<file path="src/rtl/sad_pkg.sv">
// rtl/sad_pkg.sv - shared widths, partition counts and FSM states for the SAD merge transmitter
`timescale 1ns/1ps
package sad_pkg;

    localparam int SAD_W    = 12;   // one 4x4 SAD
    localparam int LEAF_W   = 12;   // 4x4 SADs are zero-extended to this before merging
    localparam int W4X8     = 13;   // 4x8 and 8x4 field width
    localparam int W8X8     = 14;
    localparam int W8X16    = 15;   // 8x16 and 16x8 field width
    localparam int W16X16   = 16;

    localparam int N4X8     = 32;   // also the 8x4 count
    localparam int N8X8     = 16;
    localparam int N8X16    = 8;    // also the 16x8 count
    localparam int N16X16   = 4;

    localparam int CAND_W   = 11;

    typedef enum logic [1:0] {
        IDLE    = 2'd0,
        COLLECT = 2'd1,
        OUT     = 2'd2
    } state_t;

endpackage

</file>
<file path="src/rtl/sad_pair_add.sv">
// rtl/sad_pair_add.sv - adds two unsigned SADs into a one-bit-wider sum
`timescale 1ns/1ps
module sad_pair_add #(
    parameter int IN_W = 12
) (
    input  logic [IN_W-1:0] i_a,
    input  logic [IN_W-1:0] i_b,
    output logic [IN_W:0]   o_sum
);

    assign o_sum = {1'b0, i_a} + {1'b0, i_b};

endmodule

</file>
<file path="src/rtl/sad_merge_tx.sv">
// rtl/sad_merge_tx.sv - collects 8 rows of 4x4 SADs and emits merged partition SADs; SAD_TX_CAND_IDX_EN adds out_cand_idx/out_last
`timescale 1ns/1ps
module sad_merge_tx
    import sad_pkg::*;
#(
    parameter int SAD_W    = sad_pkg::SAD_W,
    parameter int NUM_CAND = 1089
) (
    input  logic                      clk,
    input  logic                      rst_n,
    input  logic                      start,
    input  logic                      in_valid,
    output logic                      in_ready,
    input  logic [8*SAD_W-1:0]        in_row,
    output logic                      out_valid,
    input  logic                      out_ready,
`ifdef SAD_TX_CAND_IDX_EN
    output logic [CAND_W-1:0]         out_cand_idx,
    output logic                      out_last,
`endif
    output logic [N4X8*W4X8-1:0]      SAD4x8,
    output logic [N4X8*W4X8-1:0]      SAD8x4,
    output logic [N8X8*W8X8-1:0]      SAD8x8,
    output logic [N8X16*W8X16-1:0]    SAD8x16,
    output logic [N8X16*W8X16-1:0]    SAD16x8,
    output logic [N16X16*W16X16-1:0]  SAD16x16
);

    localparam logic [CAND_W-1:0] CAND_LAST = CAND_W'(NUM_CAND - 1);

    state_t                   r_state;
    state_t                   w_next;
    logic [2:0]               r_beat;
    logic [CAND_W-1:0]        r_cand;
    logic [7:0][8*SAD_W-1:0]  r_rows;
    logic                     w_accept;
    logic                     w_out_hs;

    logic [LEAF_W-1:0]  w_leaf   [8][8];
    logic [W4X8-1:0]    w_s4x8   [N4X8];
    logic [W4X8-1:0]    w_s8x4   [N4X8];
    logic [W8X8-1:0]    w_s8x8   [N8X8];
    logic [W8X16-1:0]   w_s8x16  [N8X16];
    logic [W8X16-1:0]   w_s16x8  [N8X16];
    logic [W16X16-1:0]  w_s16x16 [N16X16];

    // state register
    always_ff @(posedge clk or negedge rst_n) begin
        if (!rst_n) r_state <= IDLE;
        else        r_state <= w_next;
    end

    // next state and handshake outputs; start overrides every transition
    always_comb begin
        w_next    = r_state;
        in_ready  = 1'b0;
        out_valid = 1'b0;
        case (r_state)
            IDLE: begin
                in_ready = 1'b1;
                if (in_valid) w_next = COLLECT;
            end
            COLLECT: begin
                in_ready = 1'b1;
                if (in_valid && r_beat == 3'd7) w_next = OUT;
            end
            OUT: begin
                out_valid = 1'b1;
                if (out_ready) w_next = IDLE;
            end
            default: w_next = IDLE;
        endcase
        if (start) w_next = IDLE;
    end

    assign w_accept = in_valid && in_ready && !start;
    assign w_out_hs = out_valid && out_ready && !start;

    // beat and candidate counters
    always_ff @(posedge clk or negedge rst_n) begin
        if (!rst_n) begin
            r_beat <= 3'd0;
            r_cand <= '0;
        end else if (start) begin
            r_beat <= 3'd0;
            r_cand <= '0;
        end else begin
            if (w_accept) r_beat <= r_beat + 3'd1;
            if (w_out_hs) r_cand <= (r_cand == CAND_LAST) ? '0 : r_cand + CAND_W'(1);
        end
    end

    // row storage, one slot per beat; held untouched while the result is pending
    always_ff @(posedge clk or negedge rst_n) begin
        if (!rst_n)        r_rows         <= '0;
        else if (w_accept) r_rows[r_beat] <= in_row;
    end

`ifdef SAD_TX_CAND_IDX_EN
    assign out_cand_idx = r_cand;
    assign out_last     = (r_cand == CAND_LAST);
`endif

    genvar r, c;
    for (r = 0; r < 8; r++) begin : g_leaf_r
        for (c = 0; c < 8; c++) begin : g_leaf_c
            assign w_leaf[r][c] = LEAF_W'(r_rows[r][c*SAD_W +: SAD_W]);
        end
    end

    for (r = 0; r < 4; r++) begin : g_4x8_r
        for (c = 0; c < 8; c++) begin : g_4x8_c
            sad_pair_add #(.IN_W(LEAF_W)) u_add (
                .i_a(w_leaf[2*r][c]), .i_b(w_leaf[2*r+1][c]), .o_sum(w_s4x8[r*8+c]));
        end
    end

    for (r = 0; r < 8; r++) begin : g_8x4_r
        for (c = 0; c < 4; c++) begin : g_8x4_c
            sad_pair_add #(.IN_W(LEAF_W)) u_add (
                .i_a(w_leaf[r][2*c]), .i_b(w_leaf[r][2*c+1]), .o_sum(w_s8x4[r*4+c]));
        end
    end

    for (r = 0; r < 4; r++) begin : g_8x8_r
        for (c = 0; c < 4; c++) begin : g_8x8_c
            sad_pair_add #(.IN_W(W4X8)) u_add (
                .i_a(w_s4x8[r*8+2*c]), .i_b(w_s4x8[r*8+2*c+1]), .o_sum(w_s8x8[r*4+c]));
        end
    end

    for (r = 0; r < 2; r++) begin : g_8x16_r
        for (c = 0; c < 4; c++) begin : g_8x16_c
            sad_pair_add #(.IN_W(W8X8)) u_add (
                .i_a(w_s8x8[2*r*4+c]), .i_b(w_s8x8[(2*r+1)*4+c]), .o_sum(w_s8x16[r*4+c]));
        end
    end

    for (r = 0; r < 4; r++) begin : g_16x8_r
        for (c = 0; c < 2; c++) begin : g_16x8_c
            sad_pair_add #(.IN_W(W8X8)) u_add (
                .i_a(w_s8x8[r*4+2*c]), .i_b(w_s8x8[r*4+2*c+1]), .o_sum(w_s16x8[r*2+c]));
        end
    end

    for (r = 0; r < 2; r++) begin : g_16x16_r
        for (c = 0; c < 2; c++) begin : g_16x16_c
            sad_pair_add #(.IN_W(W8X16)) u_add (
                .i_a(w_s8x16[r*4+2*c]), .i_b(w_s8x16[r*4+2*c+1]), .o_sum(w_s16x16[r*2+c]));
        end
    end

    genvar i;
    for (i = 0; i < N4X8; i++) begin : g_pack32
        assign SAD4x8[i*W4X8 +: W4X8] = w_s4x8[i];
        assign SAD8x4[i*W4X8 +: W4X8] = w_s8x4[i];
    end
    for (i = 0; i < N8X8; i++) begin : g_pack16
        assign SAD8x8[i*W8X8 +: W8X8] = w_s8x8[i];
    end
    for (i = 0; i < N8X16; i++) begin : g_pack8
        assign SAD8x16[i*W8X16 +: W8X16] = w_s8x16[i];
        assign SAD16x8[i*W8X16 +: W8X16] = w_s16x8[i];
    end
    for (i = 0; i < N16X16; i++) begin : g_pack4
        assign SAD16x16[i*W16X16 +: W16X16] = w_s16x16[i];
    end

endmodule

</file>
<file path="config.mk">
export PLATFORM = sky130hd
export DESIGN_NAME = sad_merge_tx
export DESIGN_NICKNAME = d
export VERILOG_FILES = /design/src/rtl/sad_pkg.sv /design/src/rtl/sad_pair_add.sv /design/src/rtl/sad_merge_tx.sv
export SDC_FILE = /design/constraint.sdc
export NUM_CORES = 2
export LEC_CHECK = 0
export ABC_AREA = 0
export CAP_MARGIN = 20
export CORE_AREA = 5 5 570 572
export CTS_BUF_LIST = sky130_fd_sc_hd__clkbuf_16
export DETAILED_ROUTE_END_ITERATION = 10
export DIE_AREA = 0 0 575 577
export GPL_ROUTABILITY_DRIVEN = 0
export PLACE_DENSITY_LB_ADDON = 0.08
export SYNTH_ARGS = -nofsm -noshare
export SYNTH_HDL_FRONTEND = slang
export SYNTH_SLANG_ARGS = --single-unit
export TNS_END_PERCENT = 30
</file>
<file path="constraint.sdc">
create_clock -name clk -period 24 [get_ports clk]
set_clock_uncertainty 0.05 [all_clocks]
set_input_delay 6 -clock clk [delete_from_list [all_inputs] [get_ports clk]]
set_output_delay 6 -clock clk [all_outputs]
set_load 0.03 [all_outputs]
</file>
; Word-level counts from Yosys, hierarchy flattened
; Cells that the tools add are included.
[word_totals]
output_inout_bits = 1362
inputBits = 101
reg_bits = 773
[op_classes]
eq_ne = 6
n_mux = 12
n_reduce_logical = 9
n_addsub = 101
magnitude_cmp = 2
[ops]
columns = cell, n
row1 = adder 12 x 12 -> 13 bit, 64
row2 = bitwise mux 768 bit, 1
row3 = demux 96 bit (select 3 bit), 1
row4 = adder 14 x 14 -> 15 bit, 16
row5 = adder 13 x 13 -> 14 bit, 16
row6 = 2-to-1 mux 96 bit, 1
row7 = adder 15 x 15 -> 16 bit, 4
row8 = != test 3 bit (second input constant), 3
row9 = 2-to-1 mux 2 bit, 4
row10 = 2-to-1 mux 3 bit, 2
row11 = case mux 2 bit (3 select lines), 1
row12 = logical AND 1 bit, 4
row13 = less-than comparator 3 x 4 -> 1 bit (second input constant), 1
row14 = adder 3 x 1 -> 3 bit (second input constant), 1
row15 = == test 3 bit (second input constant), 1
row16 = greater-or-equal comparator 3 x 1 -> 1 bit (second input constant), 1
row17 = AND reduction 3 bit, 1
row18 = == test 2 x 1 -> 1 bit (second input constant), 1
row19 = == test 2 bit (second input constant), 1
row20 = logical NOT 2 bit, 1
row21 = 2-to-1 mux 1 bit, 2
row22 = nonzero test 2 bit, 1
row23 = OR reduction 2 bit, 1
row24 = logical NOT 1 bit, 1

; Logic depth before layout (Yosys ltp)
[depth]
word_depth = 7
mapped_depth = 33
mapped_depth_nobuf = 33

; By module
; From an unflattened synthesis, not the netlist that was laid out.
[hier_totals]
cells_unflattened = 10164
area_unflattened_um2 = 93288.2
[by_module_without_submodules]
columns = module, area_each_um2, instances, cells_each
row1 = sad_merge_tx, 28939.0, 1, 1657
row2 = sad_pair_add (g_4x8_r[0].g_4x8_c[0].u_add ...), 628.1, 24, 82
row3 = sad_pair_add (g_8x4_r[2].g_8x4_c[1].u_add ...), 625.6, 19, 82
row4 = sad_pair_add (g_4x8_r[0].g_4x8_c[1].u_add ...), 628.1, 17, 83
row5 = sad_pair_add (g_8x8_r[0].g_8x8_c[0].u_add ...), 655.6, 16, 83
row6 = sad_pair_add (g_16x8_r[1].g_16x8_c[0].u_add ...), 679.4, 14, 95
row7 = sad_pair_add (g_16x16_r[0].g_16x16_c[0].u_add ...), 714.4, 4, 97
row8 = sad_pair_add (g_8x4_r[7].g_8x4_c[0].u_add ...), 629.4, 4, 83
row9 = sad_pair_add (g_16x8_r[0].g_16x8_c[0].u_add ...), 666.9, 2, 96

; Worst setup path after synthesis
; OpenSTA, ideal clock, no wires.
[synth_timing]
path_type = register to output
start = register r_rows[300] (netlist name)
end = output port SAD16x16[14]
arrival_ps = 7135
stages_incl_launch_ff = 24
path_buffers = 0
setup_slack_ps = 10815
cell_sequence = dfrtp_1 ha_1 inv_1 fa_1 nor2b_1 o21a_1 o21ai_0 a21oi_1 xor2_1 ha_1 a21o_1 a21o_1 nor4b_1 ha_1 a21oi_1 nand2_1 xor2_1 ha_1 inv_1 o21bai_1 a21o_1 a21oi_1 or2_1 o311ai_1
[synth_between]
elab_chain_cells = 4
[synth_rtl]
columns = item, line_no
row1 = from (decl), sad_merge_tx.sv:35  ; logic [7:0][8*SAD_W-1:0] r_rows;
row2 = "from (signal, indexed assignment)", sad_merge_tx.sv:96  ; else if (w_accept) r_rows[r_beat] <= in_row;
row3 = adder 12 x 12 -> 13 bit, sad_pair_add.sv:11  ; assign o_sum = {1'b0, i_a} + {1'b0, i_b};
row4 = net SAD4x8[125], sad_merge_tx.sv:21  ; output logic [N4X8*W4X8-1:0] SAD4x8,
row5 = adder 13 x 13 -> 14 bit, sad_pair_add.sv:11
row6 = net SAD8x8[65], sad_merge_tx.sv:23  ; output logic [N8X8*W8X8-1:0] SAD8x8,
row7 = adder 14 x 14 -> 15 bit, sad_pair_add.sv:11
row8 = net SAD8x16[10], sad_merge_tx.sv:24  ; output logic [N8X16*W8X16-1:0] SAD8x16,
row9 = adder 15 x 15 -> 16 bit, sad_pair_add.sv:11
row10 = to (decl), sad_merge_tx.sv:26  ; output logic [N16X16*W16X16-1:0] SAD16x16
; The timed path passes the listed nets, and every way through them passes these cells.

; Worst setup path in the final report
[layout_timing]
start = register r_rows[156] (netlist name)
end = output port SAD16x16[30]
[layout_between]
elab_chain_cells = 4
[layout_rtl]
columns = item, line_no
row1 = adder 12 x 12 -> 13 bit, sad_pair_add.sv:11
row2 = adder 13 x 13 -> 14 bit, sad_pair_add.sv:11
row3 = adder 14 x 14 -> 15 bit, sad_pair_add.sv:11
row4 = adder 15 x 15 -> 16 bit, sad_pair_add.sv:11
; Every way passes these cells.

==> impl_metrics.yaml <==
synth:
  synth-xor-area-share_pct: 11.80
  ys_seq_area_share_pct: 25.10
  netlist_area_mm2: 0.07708
  yosysUniqueCellTypes: 98
  synth_top_family_by_area: "adder cells"
  ys_ff_latch: 773
  async_flop_share_pct: 100.0
  synthMuxAreaShare_pct: 11.16
  synthSimpleGateAreaFrac_pct: 7.654
  avgSynthCellArea_um2: 9.510
  synth_ff_type: "dfrtp_1"
  syn_inst: 8105
  yosys_warnings: 0
  synth_compound_area_share_pct: 17.36
  yosys.area_share.adder_pct: 22.90
  synth_edf_count: 0
  syn-num-nets: 9544
floorplanning:
  start_util_pct: 24.12
  fp.dieH_um: 577
  core_area_mm2: 0.3196
  row_count: 208
  die_area_mm2: 0.3318
  fp.dieW_um: 575
  io_pins: 1463
placed_design:
  dp_slack_ns: 9.795
  dp_hpwl_mm: 357.6
  dp.cells: 13770
  port_buffers: 1462
  placed_cell_area_mm2: 0.09759
clocking:
  postCtsSetupBuffers: 0
  cts.path.max_buffers: 4
  cts_tree: "done"
  clk_latency_ns: 0.83
  clk_pin_slew_ns: 0.06
  htree_levels: 3
  ctsResizeCount: 0
  cts_buffers: 117
  cts_sinks: 773
  cts_root_buf: "clkbuf_16"
  postCtsHoldBufs: 0
setup_path:
  regToRegEndpoint: "r_rows[632]$_DFFE_PN0P_"
  slowest_delay_ns: 0.70
  cp_max_fo: 5
  endpoint: "SAD16x16[30]"
  arrival_ns: 8.72
  r2r_start: "r_state[1]$_DFFE_PN0P_"
  cp-start-kind: "register"
  critPathKind: "register to output pin"
  critPathCaptureType: "output pin"
  crit_slowest_cell: "clkdlybuf4s50_1"
  critPathLaunch: "r_rows[156]$_DFFE_PN0P_"
  cpMostUsedCell: "nor2_1"
  worstPathRequired_ns: 17.95
  r2r_setup_slack_ns: 20.52
  r2r_cells: 6
timing:
  setup_viol: 0
  finalCritPeriodShare_pct: 61.55
  finalCriticalPeriod_ns: 14.77
  hold_violations: 0
  rsz0062_at_grt: "false"
  slew_headroom_pct: 20.67
  setup_slack_ns: 9.227
  drv_slew: 0
  max_freq_mhz: 67.69
  setup-tns-final_ns: 0
  tightestPinTransition_ns: 1.181
finish:
  num-nets-final: 11130
  final_cell_area_mm2: 0.1015
  drive_above_1_share_pct: 11.30
  final_common_cell: "clkdlybuf4s50_1"
  final_cell_mix: "clkdlybuf4s50_1, ha_1, dfrtp_1, mux2_2, inv_1"
  syn_to_final_growth_pct: 31.69
  stdcell_count: 14010
route:
  detail-route-antenna-nets: 0
  routed-via-count: 67400
  drc: 0
  wire_per_inst_um: 29.38
  dr.pass1.iters: 5
  routed_wl_mm: 411.5
  first_iter_violations: 3276
  avgViaCountPerCell: 4.812
global_routing:
  grt_max_degree: 130
  antenna_found_initial: 35
  grt_first_pass_wirelength_mm: 558.4
  grt.total_usage_pct: 23.81
  grt_pass1_vias: 69230
  overflow: 0
worst_hold_path:
  hold_path_class: "register to register"
job:
  cap_violations: 0
run_status:
  status: "completed"
[cell type report]
class / count / area [µm²]
antenna: 22 / 55.05
clock inverter: 93 / 878.3
timing repair buffer: 1564 / 15460
multi-input combinational: 6503 / 54820
tap: 4200 / 5255
inverter: 735 / 2759
fill: 33010 / 218100
clock buffer: 117 / 2928
sequential: 773 / 19340
[sequential cells by signal, summed over array words and instances (netlist names)]
name and count:
r_beat 3, r_rows 768, r_state 2
[per-stage QoR]
stage | utilization (%) | hold WS, ns
floorplan | - | 0.4235
global placement | 30.52 | 0.4494
detailed placement | 30.54 | 0.4559
CTS | 31.73 | 0.4695
global route | 31.74 | 0.4987
finish | 31.76 | 0.4686
[metal layers]
layer  vias to the layer above  wire length [µm]  GRT usage, %
met5                         -                78             0
met4                        10             17550         8.578
met3                       419             28740         6.396
met2                      1842            205100         42.94
met1                     33100            160100         26.81
li1                      32030                 -             -
[kinds of logic (layout without fill, tap and decap cells)]
| kind of cell | count (synthesis) | after routing |
|---|---|---|
| compound gates | 2141 | 2141 |
| xor+xnor | 1020 | 1020 |
| fa+ha+maj | 1353 | 1353 |
| buf+inv | 829 | 2509 |
| flops | 773 | 773 |
| mux | 765 | 765 |
| other cells | 0 | 22 |
| simple gates | 1224 | 1224 |
[how the worst min path moves through the flow]
stage	from	end	slack [ns]	cells past startpoint
6_report	r_state[0]$_DFFE_PN0P_	r_state[0]$_DFFE_PN0P_	0.47	1
5_1_grt	r_state[0]$_DFFE_PN0P_	r_state[0]$_DFFE_PN0P_	0.50	1
4_1_cts	r_state[0]$_DFFE_PN0P_	r_state[0]$_DFFE_PN0P_	0.47	1
3_5_place_dp	r_state[0]$_DFFE_PN0P_	r_state[0]$_DFFE_PN0P_	0.46	1
3_3_place_gp	r_state[0]$_DFFE_PN0P_	r_state[0]$_DFFE_PN0P_	0.45	1
2_1_floorplan	r_state[0]$_DFFE_PN0P_	r_state[0]$_DFFE_PN0P_	0.42	1
[critical path, delay by kind of cell (launching register included)]
family	cells	cell delay, ns
buffers and inverters	2	0.96
adders and majority gates	6	2.21
xor gates and xnor gates	4	1.27
and+or+nand+nor	6	0.74
AOI/OAI and AO/OA	12	2.27
DFF	1	0.40
[synthesized netlist by cell type, types with 28 or more instances]
cell	n	area share (%)
ha_1	1238	20
dfrtp_1	773	25
mux2_2	754	11
inv_1	731	3.6
xnor2_1	729	8.3
a21oi_1	700	4.5
nor2_1	428	2.1
o21ai_0	421	2.7
a21o_1	289	2.8
xor2_1	278	3.2
nand2_1	266	1.3
o21bai_1	240	2.3
nand2b_1	140	1.1
nor2b_1	123	1.0
fa_1	100	2.6
o21a_1	98	0.95
nor3_1	75	0.49
a21boi_0	62	0.60
a211oi_1	53	0.52
and2_1	49	0.40
clkbuf_1	48	0.23
o21ai_1	47	0.31
buf_1	45	0.22
a31oi_1	30	0.24
o211ai_1	28	0.27
Power is not shown: default switching activity piles up to over one toggle a cycle in this logic, so the estimate is an artifact.
